<file path="src/rtl/inst_fetcher_pkg.sv">
// Shared fetch-stage definitions: widths, boolean constants, RV32 opcodes,
// instruction-queue default depth and the fetch FSM state encoding.
package inst_fetcher_pkg;

    localparam int ADDR_WIDTH       = 32;
    localparam int INST_WIDTH       = 32;
    localparam int IQ_DEPTH_DEFAULT = 16;

    localparam logic TRUE  = 1'b1;
    localparam logic FALSE = 1'b0;

    localparam logic [6:0] OPCODE_LUI    = 7'b0110111;
    localparam logic [6:0] OPCODE_AUIPC  = 7'b0010111;
    localparam logic [6:0] OPCODE_JAL    = 7'b1101111;
    localparam logic [6:0] OPCODE_JALR   = 7'b1100111;
    localparam logic [6:0] OPCODE_BRANCH = 7'b1100011;
    localparam logic [6:0] OPCODE_OPIMM  = 7'b0010011;

    typedef enum logic [1:0] {
        IF_IDLE = 2'd0,
        IF_WAIT = 2'd1,
        IF_DROP = 2'd2
    } fetch_state_t;

endpackage

</file>
<file path="src/rtl/inst_fetcher_queue.sv">
// Circular instruction queue holding {inst, pc, pred_jump}; clear has priority
// over push/pop, and rdy=0 (en) freezes all state.
module inst_queue #(
    parameter int DEPTH  = 16,
    parameter int INST_W = 32,
    parameter int ADDR_W = 32,
    localparam int PTR_W = $clog2(DEPTH),
    localparam int CNT_W = PTR_W + 1
) (
    input  logic              clk,
    input  logic              rst,
    input  logic              en,
    input  logic              clear,
    input  logic              push,
    input  logic [INST_W-1:0] push_inst,
    input  logic [ADDR_W-1:0] push_pc,
    input  logic              push_jump,
    input  logic              pop,
    output logic [INST_W-1:0] head_inst,
    output logic [ADDR_W-1:0] head_pc,
    output logic              head_jump,
    output logic              full,
    output logic              empty,
    output logic [CNT_W-1:0]  count
);

    logic [INST_W-1:0] inst_mem [DEPTH];
    logic [ADDR_W-1:0] pc_mem   [DEPTH];
    logic              jump_mem [DEPTH];

    logic [PTR_W-1:0] head;
    logic [PTR_W-1:0] tail;
    logic             do_push;
    logic             do_pop;

    assign full    = (count == CNT_W'(DEPTH));
    assign empty   = (count == '0);
    assign do_push = push && !full && !clear;
    assign do_pop  = pop && !empty && !clear;

    assign head_inst = inst_mem[head];
    assign head_pc   = pc_mem[head];
    assign head_jump = jump_mem[head];

    // Payload storage carries no reset; only pointers and count are control.
    always_ff @(posedge clk) begin
        if (en && do_push) begin
            inst_mem[tail] <= push_inst;
            pc_mem[tail]   <= push_pc;
            jump_mem[tail] <= push_jump;
        end
    end

    always_ff @(posedge clk) begin
        if (!rst) begin
            head  <= '0;
            tail  <= '0;
            count <= '0;
        end else if (en) begin
            if (clear) begin
                head  <= '0;
                tail  <= '0;
                count <= '0;
            end else begin
                if (do_push) tail <= tail + PTR_W'(1);
                if (do_pop)  head <= head + PTR_W'(1);
                case ({do_push, do_pop})
                    2'b10:   count <= count + CNT_W'(1);
                    2'b01:   count <= count - CNT_W'(1);
                    default: count <= count;
                endcase
            end
        end
    end

endmodule

</file>
<file path="src/rtl/inst_fetcher.sv">
// Fetch stage: PC register, single-outstanding ICache request FSM, predictor
// steering and the instruction queue toward the decoder.
module inst_fetcher
    import inst_fetcher_pkg::*;
#(
    parameter int               IQ_DEPTH = IQ_DEPTH_DEFAULT,
    parameter int               ADDR_W   = ADDR_WIDTH,
    parameter int               INST_W   = INST_WIDTH,
    parameter logic [ADDR_W-1:0] RESET_PC = '0
) (
    input  logic                     clk,
    input  logic                     rst,
    input  logic                     rdy,
    output logic                     IC_req_valid,
    output logic [ADDR_W-1:0]        IC_req_addr,
    input  logic                     IC_resp_valid,
    input  logic [INST_W-1:0]        IC_resp_inst,
    output logic [INST_W-1:0]        PDC_inst,
    output logic [ADDR_W-1:0]        PDC_inst_pc,
    input  logic                     PDC_need_jump,
    input  logic signed [ADDR_W-1:0] PDC_predicted_imm,
    output logic                     DEC_valid,
    output logic [INST_W-1:0]        DEC_inst,
    output logic [ADDR_W-1:0]        DEC_pc,
    output logic                     DEC_pred_jump,
    input  logic                     DEC_ready,
    input  logic                     ROB_flush,
    input  logic [ADDR_W-1:0]        ROB_target_pc
);

    localparam int CNT_W = $clog2(IQ_DEPTH) + 1;

    fetch_state_t      state;
    fetch_state_t      state_next;
    logic [ADDR_W-1:0] pc_reg;
    logic [CNT_W-1:0]  iq_count;
    logic              iq_full;
    logic              iq_empty;
    logic              push;
    logic              pop;

    function automatic logic [ADDR_W-1:0] next_pc(
        input logic [ADDR_W-1:0]        pc,
        input logic                     jump,
        input logic signed [ADDR_W-1:0] imm
    );
        return jump ? pc + $unsigned(imm) : pc + ADDR_W'(4);
    endfunction

    assign IC_req_valid = (state == IF_WAIT);
    assign IC_req_addr  = pc_reg;
    assign PDC_inst     = IC_resp_inst;
    assign PDC_inst_pc  = pc_reg;
    assign DEC_valid    = !iq_empty;

    assign push = (state == IF_WAIT) && IC_resp_valid && !ROB_flush && !iq_full;
    assign pop  = DEC_ready && !ROB_flush;

    always_comb begin
        state_next = state;
        unique case (state)
            IF_IDLE: begin
                if (!ROB_flush && (iq_count < CNT_W'(IQ_DEPTH))) state_next = IF_WAIT;
            end
            IF_WAIT: begin
                if (IC_resp_valid)  state_next = IF_IDLE;
                else if (ROB_flush) state_next = IF_DROP;
            end
            // The stale response is the only way out; a flush here just retargets pc.
            IF_DROP: begin
                if (IC_resp_valid) state_next = IF_IDLE;
            end
            default: state_next = IF_IDLE;
        endcase
    end

    always_ff @(posedge clk) begin
        if (!rst) begin
            state  <= IF_IDLE;
            pc_reg <= RESET_PC;
        end else if (rdy) begin
            state <= state_next;
            if (ROB_flush)
                pc_reg <= ROB_target_pc;
            else if (push)
                pc_reg <= next_pc(pc_reg, PDC_need_jump, PDC_predicted_imm);
        end
    end

    inst_queue #(
        .DEPTH  (IQ_DEPTH),
        .INST_W (INST_W),
        .ADDR_W (ADDR_W)
    ) u_queue (
        .clk       (clk),
        .rst       (rst),
        .en        (rdy),
        .clear     (ROB_flush),
        .push      (push),
        .push_inst (IC_resp_inst),
        .push_pc   (pc_reg),
        .push_jump (PDC_need_jump),
        .pop       (pop),
        .head_inst (DEC_inst),
        .head_pc   (DEC_pc),
        .head_jump (DEC_pred_jump),
        .full      (iq_full),
        .empty     (iq_empty),
        .count     (iq_count)
    );

endmodule
</file>
<file path="config.mk">
export PLATFORM = sky130hd
export DESIGN_NAME = inst_fetcher
export DESIGN_NICKNAME = d
export VERILOG_FILES = /design/src/rtl/inst_fetcher_pkg.sv /design/src/rtl/inst_fetcher_queue.sv /design/src/rtl/inst_fetcher.sv
export SDC_FILE = /design/constraint.sdc
export NUM_CORES = 1
export LEC_CHECK = 0
export ABC_AREA = 1
export CORE_ASPECT_RATIO = 1.5
export CORE_MARGIN = 1
export CORE_UTILIZATION = 40
export DETAILED_ROUTE_END_ITERATION = 10
export PLACE_DENSITY = 0.55
export SLEW_MARGIN = 10
export SYNTH_ARGS = -nofsm -noshare
export SYNTH_HDL_FRONTEND = slang
export SYNTH_HIERARCHICAL = 1
export SYNTH_SLANG_ARGS = --single-unit
</file>
<file path="constraint.sdc">
create_clock -name clk -period 10.5 [get_ports clk]
set_clock_uncertainty 0.05 [all_clocks]
set_input_delay 2.1 -clock clk [delete_from_list [all_inputs] [get_ports clk]]
set_output_delay 2.1 -clock clk [all_outputs]
set_load 0.1 [all_outputs]
</file>
==> impl_metrics.csv <==
group,metric,value,unit
drt,drt_iter0_drc,1969,
timing,setup_viol,0,
synthesis,synthFlopType,"edfxtp_1",
timing,slew_viol_final,0,
setup_path,cp.arrival,4800,ps
synthesis,synthArstFlopShare,0,%
drt,drt-total-wl,128200,um
clocking,clock-sinks,1091,
pwr,vdd_drop_max,0.0001150,V
pwr,power.leakage,18.64,nW
pwr,p_total,9.015,mW
drt,vias,30405,
timing,finalHoldViolCount,0,
placed_design,hpwl,70520,um
global_routing,grt_usage,20.92,%
finish,fin_util,46.02,%
timing,max_freq,144.0,MHz
global_routing,antenna_found_initial,0,
job,cap_violations,0,
finish,fillerInstances,10776,
clocking,clk_pin_slew,60,ps
outcome,outcome,"completed",
finish,layout_commonest_cell,"edfxtp_1",
synthesis,ys_ff_latch,1091,
drt,dr.pass1.iters,5,
global_routing,grt_pass1_wl,190100,um
global_routing,grt_remaining_overflow,0,
clocking,cts_hold_buffers,0,
timing,tightestPinTransition,1208,ps
finish,area.growth.synth_to_final,13.93,%
clocking,cts_resized,0,
synthesis,synthesis.nets,4058,
clocking,htree_levels,3,
timing,slew_headroom,19.49,%
timing,rsz0062_at_grt,"no",
setup_path,crit_required,8350,ps
drt,wl_per_cell,22.36,um
clocking,post_cts_buffers,0,
clocking,cts-root-buf,"clkbuf_16",
setup_path,cp_max_fo,114,
synthesis,ys_types,49,
synthesis,synth_top_area_cell,"edfxtp_1",
placed_design,port_buffers,265,
drt,vias_per_cell,5.304,
floorplan,coreArea,0.1191,mm2
global_routing,grt_max_degree,208,
clocking,cts_tree,"yes",
floorplan,die_area,0.1217,mm2
synthesis,syn_area,0.04809,mm2
clocking,clockBufferDepth,3,
drt,drc,0,
floorplan,ios,266,
pwr,p_per_area,164.5,mW/mm2
clocking,insertion_delay,710,ps
finish,layout_common_cells,"1,040 x edfxtp_1, 472 x nand2_1, 429 x inv_1",
min_path,hold_class,"register to register",
drt,ant_nets,0,
setup_path,end_kind,"output port",
synthesis,synth_edf_count,1040,
setup_path,crit_type,"register to output port",
global_routing,grt_pass1_vias,30350,
timing,min_period_over_period,66.16,%
synthesis,synth_top_area_share,64.94,%
placed_design,gp_congestion,0.9298,
floorplan,start_util,40.39,%
synthesis,syn_area_per_cell,12.29,um2
floorplan,fp.dieH,426.7,um
synthesis,yosysWarnings,6,
timing,min_period,6947,ps
finish,nets,4222,
timing,finalSetupTns,0,ps
synthesis,netlist_instances,3913,
floorplan,rows,155,
floorplan,fp.dieW,285.1,um
setup_path,startpoint_type,"register",
synthesis,synth_top_cells_by_area,"edfxtp_1 65%, mux2i_1 5.4%, o211ai_1 4.1%",
finish,drive_gt1_share,6.103,%
synthesis,seq_area_frac_synth,67.06,%
clocking,numCtsBuffers,105,
[kinds of logic after synthesis]
| kind of cell | Yosys count | synth area share [%] |
|---|---|---|
| DFF | 1091 | 67.06 |
| AOI/OAI and AO/OA | 961 | 11.45 |
| and+or+nand+nor | 830 | 7.347 |
| buffers and inverters | 706 | 7.193 |
| muxes | 260 | 5.411 |
| adders and majority gates | 42 | 1.124 |
| xor gates and xnor gates | 23 | 0.4188 |
[flip-flops by register name, summed over array words and instances, names as in the netlist, named ones only]
register and flops:
state 2, u_queue/tail 4, u_queue/count 5, u_queue/jump_mem 16
u_queue/head 4, u_queue/inst_mem 512, IC_req_addr 32, u_queue/pc_mem 512
[worst max-delay path: stages (launching register included)]
cell,delay (ps)
dfxtp_4,930
buf_12,520
buf_4,660
mux2i_1,160
o211ai_1,190
o211ai_1,150
nand2_1,140
clkdlybuf4s50_1,1130
[power breakdown]
part | total, mW | internal (mW) | switching, mW
Clock | 3.62 | 2.01 | 1.61
Combinational | 0.577 | 0.153 | 0.424
Sequential | 4.82 | 4.78 | 0.0416
[synthesized netlist by cell type, types with 2 or more instances]
library cell and count:
nor3_1 8, buf_8 13, o211ai_1 264, or2_2 2
clkbuf_1 94, nand2_2 8, xnor2_1 6, buf_1 15
nand2_1 472, nand3b_1 9, fa_1 2, a211oi_1 3
nor3b_2 2, buf_2 37, o21bai_1 2, xor2_1 17
buf_6 32, inv_2 5, nand3_1 154, o21ai_1 27
inv_1 431, o21ai_0 307, edfxtp_1 1040, mux2i_1 260
a21oi_1 350, nor3_2 3, buf_12 7, buf_4 70
nand4_1 8, nor2_2 5, ha_1 40, nor2_4 3
dfxtp_1 51, nor2_1 148, a31oi_1 2, and2_1 2
clkinv_1 2
[metrics by stage]
step	hold slack [ps]	instances	worst slack (ps)	cell area [um2]
floorplan	402.2	3913	3898	48090
detailed placement	419.2	5540	4052	51540
global placement	418.6	5540	4074	51540
global route	449.9	5732	3253	54790
finish	427.8	5733	3553	54800
CTS	429.2	5732	3515	54790
[path summary, 6_finish.rpt]
| kind | from | endpoint | slack, ps | cells after the start |
|---|---|---|---|---|
| min reg2reg | state[0] | state[0] | 430 | 2 |
| max | register | DEC_pc[30] | 3550 | 7 |
| min | state[0] | state[0] | 430 | 2 |
| max reg2reg | u_queue/count[1] | u_queue/inst_mem[11][3] | 6190 | 10 |
[cell type report]
class                   count  area, um2  share of cell area, %
inverters                 438       1657                  3.023
repair buffers            325       3153                  5.754
well taps                1570       1964                  3.585
clock inverters            43      322.8                 0.5891
clock buffers             149       2927                  5.341
diodes                      1      2.502               0.004567
multi-input cells        2116      12500                  22.82
flip-flops and latches   1091      32270                  58.88
[metal layers]
layer / up-vias / global-route usage [%] / part of all wire (%)
met2: 781 / 37.49 / 51
met1: 15091 / 25.61 / 41
li1: 14319 / - / -
met4: 0 / 7.299 / 3.1
met3: 214 / 2.933 / 4.4
met5: - / 0 / 0
Power figures use the tool's default switching activity.
